## config.mk

```make
export PLATFORM = sky130hd
export DESIGN_NAME = blinker_dimmer
export DESIGN_NICKNAME = d
export VERILOG_FILES = /design/src/rtl/blinker_pkg.sv /design/src/rtl/blinker_pwm_gen.sv /design/src/rtl/blinker_dimmer.sv
export SDC_FILE = /design/constraint.sdc
export NUM_CORES = 1
export LEC_CHECK = 0
export CORE_ASPECT_RATIO = 1.2
export CORE_MARGIN = 2
export CORE_UTILIZATION = 29
export CTS_CLUSTER_DIAMETER = 50
export DETAILED_ROUTE_END_ITERATION = 6
export SYNTH_ARGS = -nofsm -noshare
export SYNTH_HDL_FRONTEND = slang
export SYNTH_SLANG_ARGS = --single-unit
```

## constraint.sdc

```tcl
create_clock -name system1000 -period 2.4 [get_ports system1000]
set_input_delay 0.48 -clock system1000 [delete_from_list [all_inputs] [get_ports system1000]]
set_output_delay 0.48 -clock system1000 [all_outputs]
set_load 0.01 [all_outputs]
```

## src/rtl/blinker_pkg.sv

```systemverilog
// Shared definitions for the blinker pipeline: dimmer state encoding,
// default widths and the step-divider counter width helper.
package blinker_pkg;

   // Dimmer state machine encoding.
   typedef enum logic [1:0] {
      OFF  = 2'd0,
      UP   = 2'd1,
      ON   = 2'd2,
      DOWN = 2'd3
   } dimmer_state_t;

   // Plain-vector aliases of the states for tools that dislike enum registers.
   localparam logic [1:0] S_OFF  = OFF;
   localparam logic [1:0] S_UP   = UP;
   localparam logic [1:0] S_ON   = ON;
   localparam logic [1:0] S_DOWN = DOWN;

   // Default widths.
   localparam int DEF_PWM_W    = 32'd8;
   localparam int DEF_STEP_DIV = 32'd4;

   // Width of a counter running 0..step_div-1 (at least one bit).
   function automatic int div_cnt_width(input int step_div);
      if (step_div > 32'd1) begin
         return $clog2(step_div);
      end else begin
         return 32'd1;
      end
   endfunction

endpackage

```

## src/rtl/blinker_pwm_gen.sv

```systemverilog
// PWM generator for the blinker dimmer: free-running period counter,
// period-boundary strobe, per-period duty latch and registered LED compare.
// The duty presented at a boundary governs the whole period that starts there.
module blinker_pwm_gen
   import blinker_pkg::*;
#(
   parameter int PWM_W = DEF_PWM_W
) (
   input  logic             i_clk,
   input  logic             i_rst,
   input  logic [PWM_W-1:0] i_duty,
   output logic             o_boundary,
   output logic             o_led
);

   localparam logic [PWM_W-1:0] DUTY_MAX = {PWM_W{1'b1}};
   localparam logic [PWM_W-1:0] CNT_ZERO = {PWM_W{1'b0}};
   localparam logic [PWM_W-1:0] CNT_ONE  = PWM_W'(32'd1);

   logic [PWM_W-1:0] r_pwm_cnt;
   logic [PWM_W-1:0] r_duty_q;
   logic             r_led;
   logic [PWM_W-1:0] w_duty_eff;
   logic             w_boundary;

   assign w_boundary = (r_pwm_cnt == CNT_ZERO);

   // Duty in force for the current count: the fresh value on the boundary cycle.
   always_comb begin
      w_duty_eff = r_duty_q;
      if (w_boundary) begin
         w_duty_eff = i_duty;
      end else begin
         w_duty_eff = r_duty_q;
      end
   end

   // Period counter, duty latch and LED compare register.
   always_ff @(posedge i_clk) begin
      if (i_rst) begin
         r_pwm_cnt <= CNT_ZERO;
         r_duty_q  <= CNT_ZERO;
         r_led     <= 1'b0;
      end else begin
         r_pwm_cnt <= r_pwm_cnt + CNT_ONE;
         if (w_boundary) begin
            r_duty_q <= i_duty;
         end
         if (w_duty_eff == DUTY_MAX) begin
            r_led <= 1'b1;
         end else begin
            r_led <= (r_pwm_cnt < w_duty_eff);
         end
      end
   end

   assign o_boundary = w_boundary;
   assign o_led      = r_led;

endmodule

```

## src/rtl/blinker_dimmer.sv

```systemverilog
// Blinker dimmer: turns each edge of the registered blink level into a
// linear brightness ramp rendered as PWM on the LED.
// Optional build macro BLINKER_GAMMA_EN: duty follows a squared (gamma)
// curve of the level instead of the level itself.
module blinker_dimmer
   import blinker_pkg::*;
#(
   parameter int PWM_W    = DEF_PWM_W,
   parameter int STEP_DIV = DEF_STEP_DIV
) (
   input  logic             system1000,
   input  logic             system1000_rst,
   input  logic             blink_i,
   output logic             led_o,
   output logic [PWM_W-1:0] level_o,
   output logic             busy_o
);

   localparam int               DIV_W    = div_cnt_width(STEP_DIV);
   localparam logic [DIV_W-1:0] DIV_ZERO = {DIV_W{1'b0}};
   localparam logic [DIV_W-1:0] DIV_ONE  = DIV_W'(32'd1);
   localparam logic [DIV_W-1:0] DIV_LAST = DIV_W'(STEP_DIV - 32'd1);
   localparam logic [PWM_W-1:0] LVL_MAX  = {PWM_W{1'b1}};
   localparam logic [PWM_W-1:0] LVL_ZERO = {PWM_W{1'b0}};
   localparam logic [PWM_W-1:0] LVL_ONE  = PWM_W'(32'd1);

   logic             r_blink_q;
   logic [DIV_W-1:0] r_div_cnt;
   logic [1:0]       r_state;
   logic [PWM_W-1:0] r_level;
   logic             r_busy;

   logic             w_boundary;
   logic             w_tick;
   logic             w_led;
   logic [1:0]       w_state_nxt;
   logic [PWM_W-1:0] w_level_nxt;
   logic [PWM_W-1:0] w_level_inc;
   logic [PWM_W-1:0] w_level_dec;
   logic [PWM_W-1:0] w_duty;

`ifdef BLINKER_GAMMA_EN
   // Gamma duty: level squared at double width, upper half kept; full level stays full.
   function automatic logic [PWM_W-1:0] f_duty(input logic [PWM_W-1:0] lvl);
      logic [2*PWM_W-1:0] sq;
      sq = {LVL_ZERO, lvl} * {LVL_ZERO, lvl};
      if (lvl == LVL_MAX) begin
         f_duty = LVL_MAX;
      end else begin
         f_duty = sq[2*PWM_W-1:PWM_W];
      end
   endfunction
`else
   // Linear duty: the level is the duty.
   function automatic logic [PWM_W-1:0] f_duty(input logic [PWM_W-1:0] lvl);
      f_duty = lvl;
   endfunction
`endif

   assign w_tick      = w_boundary && (r_div_cnt == DIV_LAST);
   assign w_level_inc = (r_level == LVL_MAX)  ? LVL_MAX  : (r_level + LVL_ONE);
   assign w_level_dec = (r_level == LVL_ZERO) ? LVL_ZERO : (r_level - LVL_ONE);
   assign w_duty      = f_duty(r_level);

   // Next state and level; a blink edge always wins over a step tick.
   always_comb begin
      w_state_nxt = r_state;
      w_level_nxt = r_level;
      case (r_state)
         S_OFF: begin
            if (r_blink_q) begin
               w_state_nxt = S_UP;
            end else begin
               w_state_nxt = S_OFF;
            end
         end
         S_UP: begin
            if (!r_blink_q) begin
               w_state_nxt = S_DOWN;
            end else if (w_tick) begin
               w_level_nxt = w_level_inc;
               if (w_level_inc == LVL_MAX) begin
                  w_state_nxt = S_ON;
               end else begin
                  w_state_nxt = S_UP;
               end
            end else begin
               w_state_nxt = S_UP;
            end
         end
         S_ON: begin
            if (!r_blink_q) begin
               w_state_nxt = S_DOWN;
            end else begin
               w_state_nxt = S_ON;
            end
         end
         S_DOWN: begin
            if (r_blink_q) begin
               w_state_nxt = S_UP;
            end else if (w_tick) begin
               w_level_nxt = w_level_dec;
               if (w_level_dec == LVL_ZERO) begin
                  w_state_nxt = S_OFF;
               end else begin
                  w_state_nxt = S_DOWN;
               end
            end else begin
               w_state_nxt = S_DOWN;
            end
         end
         default: begin
            w_state_nxt = S_OFF;
            w_level_nxt = LVL_ZERO;
         end
      endcase
   end

   // Input register, step divider, state/level and busy registers.
   always_ff @(posedge system1000) begin
      if (system1000_rst) begin
         r_blink_q <= 1'b0;
         r_div_cnt <= DIV_ZERO;
         r_state   <= S_OFF;
         r_level   <= LVL_ZERO;
         r_busy    <= 1'b0;
      end else begin
         r_blink_q <= blink_i;
         if (w_boundary) begin
            r_div_cnt <= (r_div_cnt == DIV_LAST) ? DIV_ZERO : (r_div_cnt + DIV_ONE);
         end
         r_state <= w_state_nxt;
         r_level <= w_level_nxt;
         r_busy  <= (w_state_nxt == S_UP) || (w_state_nxt == S_DOWN);
      end
   end

   blinker_pwm_gen #(
      .PWM_W (PWM_W)
   ) u_pwm (
      .i_clk      (system1000),
      .i_rst      (system1000_rst),
      .i_duty     (w_duty),
      .o_boundary (w_boundary),
      .o_led      (w_led)
   );

   assign led_o   = w_led;
   assign level_o = r_level;
   assign busy_o  = r_busy;

endmodule

```

# Yosys cells after proc, flatten, opt, wreduce, memory -nomap -nowiden
# Cells that the tools add are included.
[classes]
reduce_logical = 8
order_cmp = 1
add_sub_neg = 4
n_mux = 19
eq_ne = 13
[ops]
columns = ["operator", "n"]
rows = [
  ["$mux W8", 7],
  ["$eq A8 B8 Y1 const B", 3],
  ["$logic_not A8 Y1", 3],
  ["$add A8 B1 Y8 const B", 2],
  ["$pmux W8 S2", 1],
  ["$mux W2", 7],
  ["$eq A2 B2 Y1 const B", 4],
  ["$lt A8 B8 Y1", 1],
  ["$ne A2 B2 Y1 const B", 4],
  ["$pmux W2 S4", 1],
  ["$sub A8 B1 Y8 const B", 1],
  ["$reduce_and A5 Y1", 1],
  ["$eq A2 B1 Y1 const B", 2],
  ["$mux W1", 3],
  ["$add A2 B1 Y2 const B", 1],
  ["$logic_not A2 Y1", 1],
  ["$reduce_bool A2 Y1", 1],
  ["$logic_and A1 B1 Y1", 1],
  ["$logic_or A1 B1 Y1", 1],
]
[totals]
inputBits = 3
output_inout_bits = 10
word_cells = 53
regBits = 31

# Logic depth before layout (Yosys ltp)
[logic_depth]
depth_word = 9
depth_mapped = 12
depth_no_buf = 11

# Cells and area by module
# A second synthesis with hierarchy kept.
[hier_totals]
hier_cells = 238
area_unflattened_um2 = 1946.9
[by_module_without_submodules]
columns = ["mod", "cells_per_inst", "seq_area_each_um2", "instances", "area_per_inst_um2"]
rows = [
  ["blinker_dimmer", 142, 280.3, 1, 1054.8],
  ["blinker_pwm_gen", 96, 340.3, 1, 892.1],
]

# Least setup slack after synthesis
# OpenSTA, ideal clock, no wires.
[synth_timing]
path_kind = "flip-flop to flip-flop"
startpoint = "register u_pwm.r_pwm_cnt[0]"
endpoint = "register u_pwm.r_led, in the netlist u_pwm.o_led"
path_buffers = 1
path_stages_with_launch = 13
required_time_ps = 2341
setup_ps = 59
arrival_time_ps = 2367
period_less_slack_ps = 2426
setup_slack_ps = -26
path_cell_list = "dfxtp_1 -> inv_1 -> ha_1 -> nor4b_2 -> nand2_1 -> buf_2 -> mux2i_1 -> ha_1 -> a21o_1 -> a211oi_1 -> nand2_1 -> o21ai_0 -> a22o_1"
[synth_via]
elab_chain_len = 4
elab_cells_between_ends = 5
cone_classes = "order compare (1); eq/ne (1); mux (2); reduce/logical (1)"
[synth_rtl]
columns = ["element", "line_no", "text"]
rows = [
  ["start: declaration", "blinker_pwm_gen.sv:20", "logic [PWM_W-1:0] r_pwm_cnt;"],
  ["start signal: assignment", "blinker_pwm_gen.sv:45", "r_pwm_cnt <= r_pwm_cnt + CNT_ONE;"],
  ["$logic_not A8 Y1", "blinker_pwm_gen.sv:26", "assign w_boundary = (r_pwm_cnt == CNT_ZERO);"],
  ["$mux W8", "n/a", ""],
  ["$lt A8 B8 Y1 or $eq A8 B8 Y1 (tied branches)", "blinker_pwm_gen.sv:52, blinker_pwm_gen.sv:49", ""],
  ["$mux W1 (*)", "blinker_pwm_gen.sv:49", "if (w_duty_eff == DUTY_MAX) begin"],
  ["end signal: assignment", "blinker_pwm_gen.sv:52", "r_led <= (r_pwm_cnt < w_duty_eff);"],
  ["end: declaration", "blinker_pwm_gen.sv:22", "logic r_led;"],
]
# Mark *: on every way between the ends. The rest lies on a longest branch, timed or not.
# A chain may end at the register's enable or synchronous reset.

# Worst setup path in the final report
# Ends and elaborated chain as after synthesis.

==> results.toml <==
[setup_path]
path_class = "flip-flop to flip-flop"
r2r_cells = 11
slowest_delay_ps = 350
setup.worst_path.end_class = "flip-flop"
worstPathRequired_ps = 2580
cp.arrival_ps = 2380
crit_fanout = 8
worstReg2RegEnd = "u_pwm.o_led$_SDFF_PP0_"
cp-start-kind = "flip-flop"
r2r_setup_slack_ps = 190
rr_startpoint = "u_pwm.r_pwm_cnt[0]$_SDFF_PP0_"
path_cells = "inv_1 -> ha_1 -> nor4b_4 -> nand2_2 -> buf_6 -> mux2i_4 -> ha_2 -> o2111ai_1 -> a21oi_1 -> o21ai_1 -> a22o_1"
critPathSlowestCell = "ha_2"

[cells_and_area]
seq_area_um2 = 601
multiInputGateArea_um2 = 1280
n_antenna_cell = 0
mostFrequentLayoutCell = "dfxtp_1"
fill_cells = 652
most-common-layout-cells = "dfxtp_1, nor2_1, a21oi_1"
fin_area_um2 = 2330
fin_nets = 266
final-instance-count-excl-fill = 336
final_layout_size_suffix_gt1_share_pct = 14.7
fin_util_pct = 36.2
area_growth_pct = 20.6

[clock_network]
numCtsBuffers = 5
clk_path_buf_depth = 2
clk_pin_slew_worst_paths_ps = 70
cts_htree_levels = 2
cts_tree = "yes"
cts_hold_buf = 0
clockRootBuffer = "clkbuf_8"
clk_latency_ps = 280
clock-sinks = 30
cts_setup_buffers = 0

[synth]
synth_edf_count = 0
synthFlopType = "dfxtp_1"
syn-num-nets = 249
async_reset_ff_share_pct = 0
synth_cell_types = 51
netlist_instances = 233
yosysWarnings = 0
synth.avg_cell_area_um2 = 8.30
synth_seq_cells = 30
yosysSeqAreaShare_pct = 31.0
syn_area_um2 = 1930

[placement]
hpwlAfterDp_mm = 3.55
placed_cell_area_um2 = 2180
place_inst = 328
portBuffers = 12
gp_congestion = 0.874
dp_slack_ps = 33.8

[die]
die_y_um = 93.5
initial_core_util_pct = 30.0
die_x_um = 78.6
num_rows = 32
die_area_um2 = 7340
core_um2 = 6450
pin_count = 13

[pwr]
ir_drop_mv = 0.305
p_total_mw = 1.11
powerDensity_nw_per_um2 = 478
p_leak_nw = 0.900

[sta]
slew_headroom_pct = 56.4
tightest_slew_ps = 653
slew_viol_final = 0
tns_ps = 0
fin_crit_ps = 2210
fin_crit_sh_pct = 91.9
clock-skew-final_ps = 6.69
whs_ps = 462
hold_violations = 0
setup_slack_ps = 195
fmax_ghz = 0.453
setup_viol = 0

[routing]
avgRoutedWirePerCell_um = 14.3
ant_nets = 0
via_per_inst = 5.17
wl_met1_mm = 2.13
firstDrtPassIters = 4
route.detailed.drc = 0
drt-total-wl_mm = 4.79
num_vias = 1738
top_layer_used = "met4"
drt_iter0_markers = 113
wl_met2_mm = 2.44
dr_wl_met3_um = 153

[global_routing]
grt_max_degree = 15
grt_pass1_wl_mm = 8.19
grt_overflow = 0
global_route.usage.total_pct = 14.1
grt_pass1_vias = 1736
antenna_found_initial = 0

[status]
outcome = "completed"

[min_path]
hold_end = "r_div_cnt[1]$_SDFFE_PP0P_"
hold_path.class = "flip-flop to flip-flop"
hp-start = "r_div_cnt[1]$_SDFFE_PP0P_"
whs_path_depth = 2

[job]
cap_violations = 0
-- logic make-up (layout without fill, tap and decap cells) --
kind of cell / Yosys count / in the layout / share of synthesized area (%)
AOI/OAI and AO/OA: 56 / 56 / 18.8
muxes: 9 / 9 / 4.98
DFF: 30 / 30 / 31.0
buffers and inverters: 23 / 41 / 5.76
adders and majority gates: 13 / 13 / 8.41
xor gates and xnor gates: 10 / 10 / 4.53
and+or+nand+nor: 92 / 92 / 26.5
-- cells in the mapped netlist (2+ instances only) --
library cell | instances | area (um^2)
mux2i_1 | 7 | 70.1
a22o_1 | 2 | 17.5
a211oi_1 | 4 | 30.0
a311oi_1 | 2 | 17.5
o22ai_1 | 4 | 25.0
and3_1 | 5 | 31.3
buf_2 | 5 | 25.0
nand4_1 | 6 | 37.5
ha_1 | 13 | 163
and3b_1 | 2 | 17.5
and2_1 | 3 | 18.8
clkbuf_1 | 5 | 18.8
or3_1 | 2 | 12.5
and4_1 | 2 | 17.5
nand2_1 | 16 | 60.1
o2111ai_1 | 2 | 17.5
xnor2_1 | 4 | 35.0
nor2b_1 | 2 | 12.5
o21ai_1 | 5 | 25.0
nand3_1 | 10 | 50.1
nor4bb_1 | 2 | 20.0
a21o_1 | 4 | 30.0
inv_1 | 7 | 26.3
dfxtp_1 | 30 | 601
a21oi_1 | 20 | 100
buf_4 | 3 | 22.5
nor2_1 | 27 | 101
nor3_1 | 7 | 35.0
xor2_1 | 6 | 52.6
o21ai_0 | 5 | 25.0
-- flip-flops by register name (all words and copies together) (netlist names) --
register	flops
u_pwm.r_pwm_cnt	8
u_pwm.o_led	1
r_div_cnt	2
u_pwm.r_duty_q	8
level_o	8
r_state	1
busy_o	1
r_blink_q	1
-- power by group --
group / total (mW) / internal, mW / switching, mW / leakage, nW
Sequential: 0.530 / 0.514 / 0.0153 / 0.243
Clock: 0.432 / 0.230 / 0.202 / 0.0472
Combinational: 0.152 / 0.0752 / 0.0771 / 0.609
Total: 1.11 / 0.820 / 0.294 / 0.900
-- what timing repair did --
item	in CTS	in global routing
setup endpoints to repair	0	1
resized for setup	0	11
hold endpoints to repair	0	0
-- critical path: cells and delay by family (launching register included) --
family	cells	cell delay, ps
muxes	1	190
and+or+nand+nor	2	350
buffers and inverters	2	240
AOI/OAI and AO/OA	4	500
adders and majority gates	2	500
DFF	1	330
-- routing by layer --
metal | track usage [%] | up-vias
li1 | - | 881
met5 | 0 | -
met3 | 2.61 | 6
met4 | 5.56 | 0
met1 | 17.1 | 812
met2 | 24.3 | 39
-- layout make-up --
type	count	share of cell area (%)
Clock buffer	6	3.54
Multi-Input combinational cell	180	54.8
Timing Repair Buffer	25	9.50
Clock inverter	2	0.536
Inverter	8	1.29
Sequential cell	30	25.8
Tap cell	85	4.56
-- how the worst max path moves through the flow --
stage	cells past startpoint	end	from	slack, ps
2_1_floorplan	12	u_pwm.o_led$_SDFF_PP0_	u_pwm.r_pwm_cnt[0]$_SDFF_PP0_	8
3_3_place_gp	11	u_pwm.o_led$_SDFF_PP0_	u_pwm.r_pwm_cnt[0]$_SDFF_PP0_	120
3_5_place_dp	11	u_pwm.o_led$_SDFF_PP0_	u_pwm.r_pwm_cnt[0]$_SDFF_PP0_	30
4_1_cts	11	u_pwm.o_led$_SDFF_PP0_	u_pwm.r_pwm_cnt[0]$_SDFF_PP0_	30
5_1_grt	12	u_pwm.o_led$_SDFF_PP0_	u_pwm.r_pwm_cnt[0]$_SDFF_PP0_	-50
6_report	11	u_pwm.o_led$_SDFF_PP0_	u_pwm.r_pwm_cnt[0]$_SDFF_PP0_	190
(Power assumes the default switching activity.)
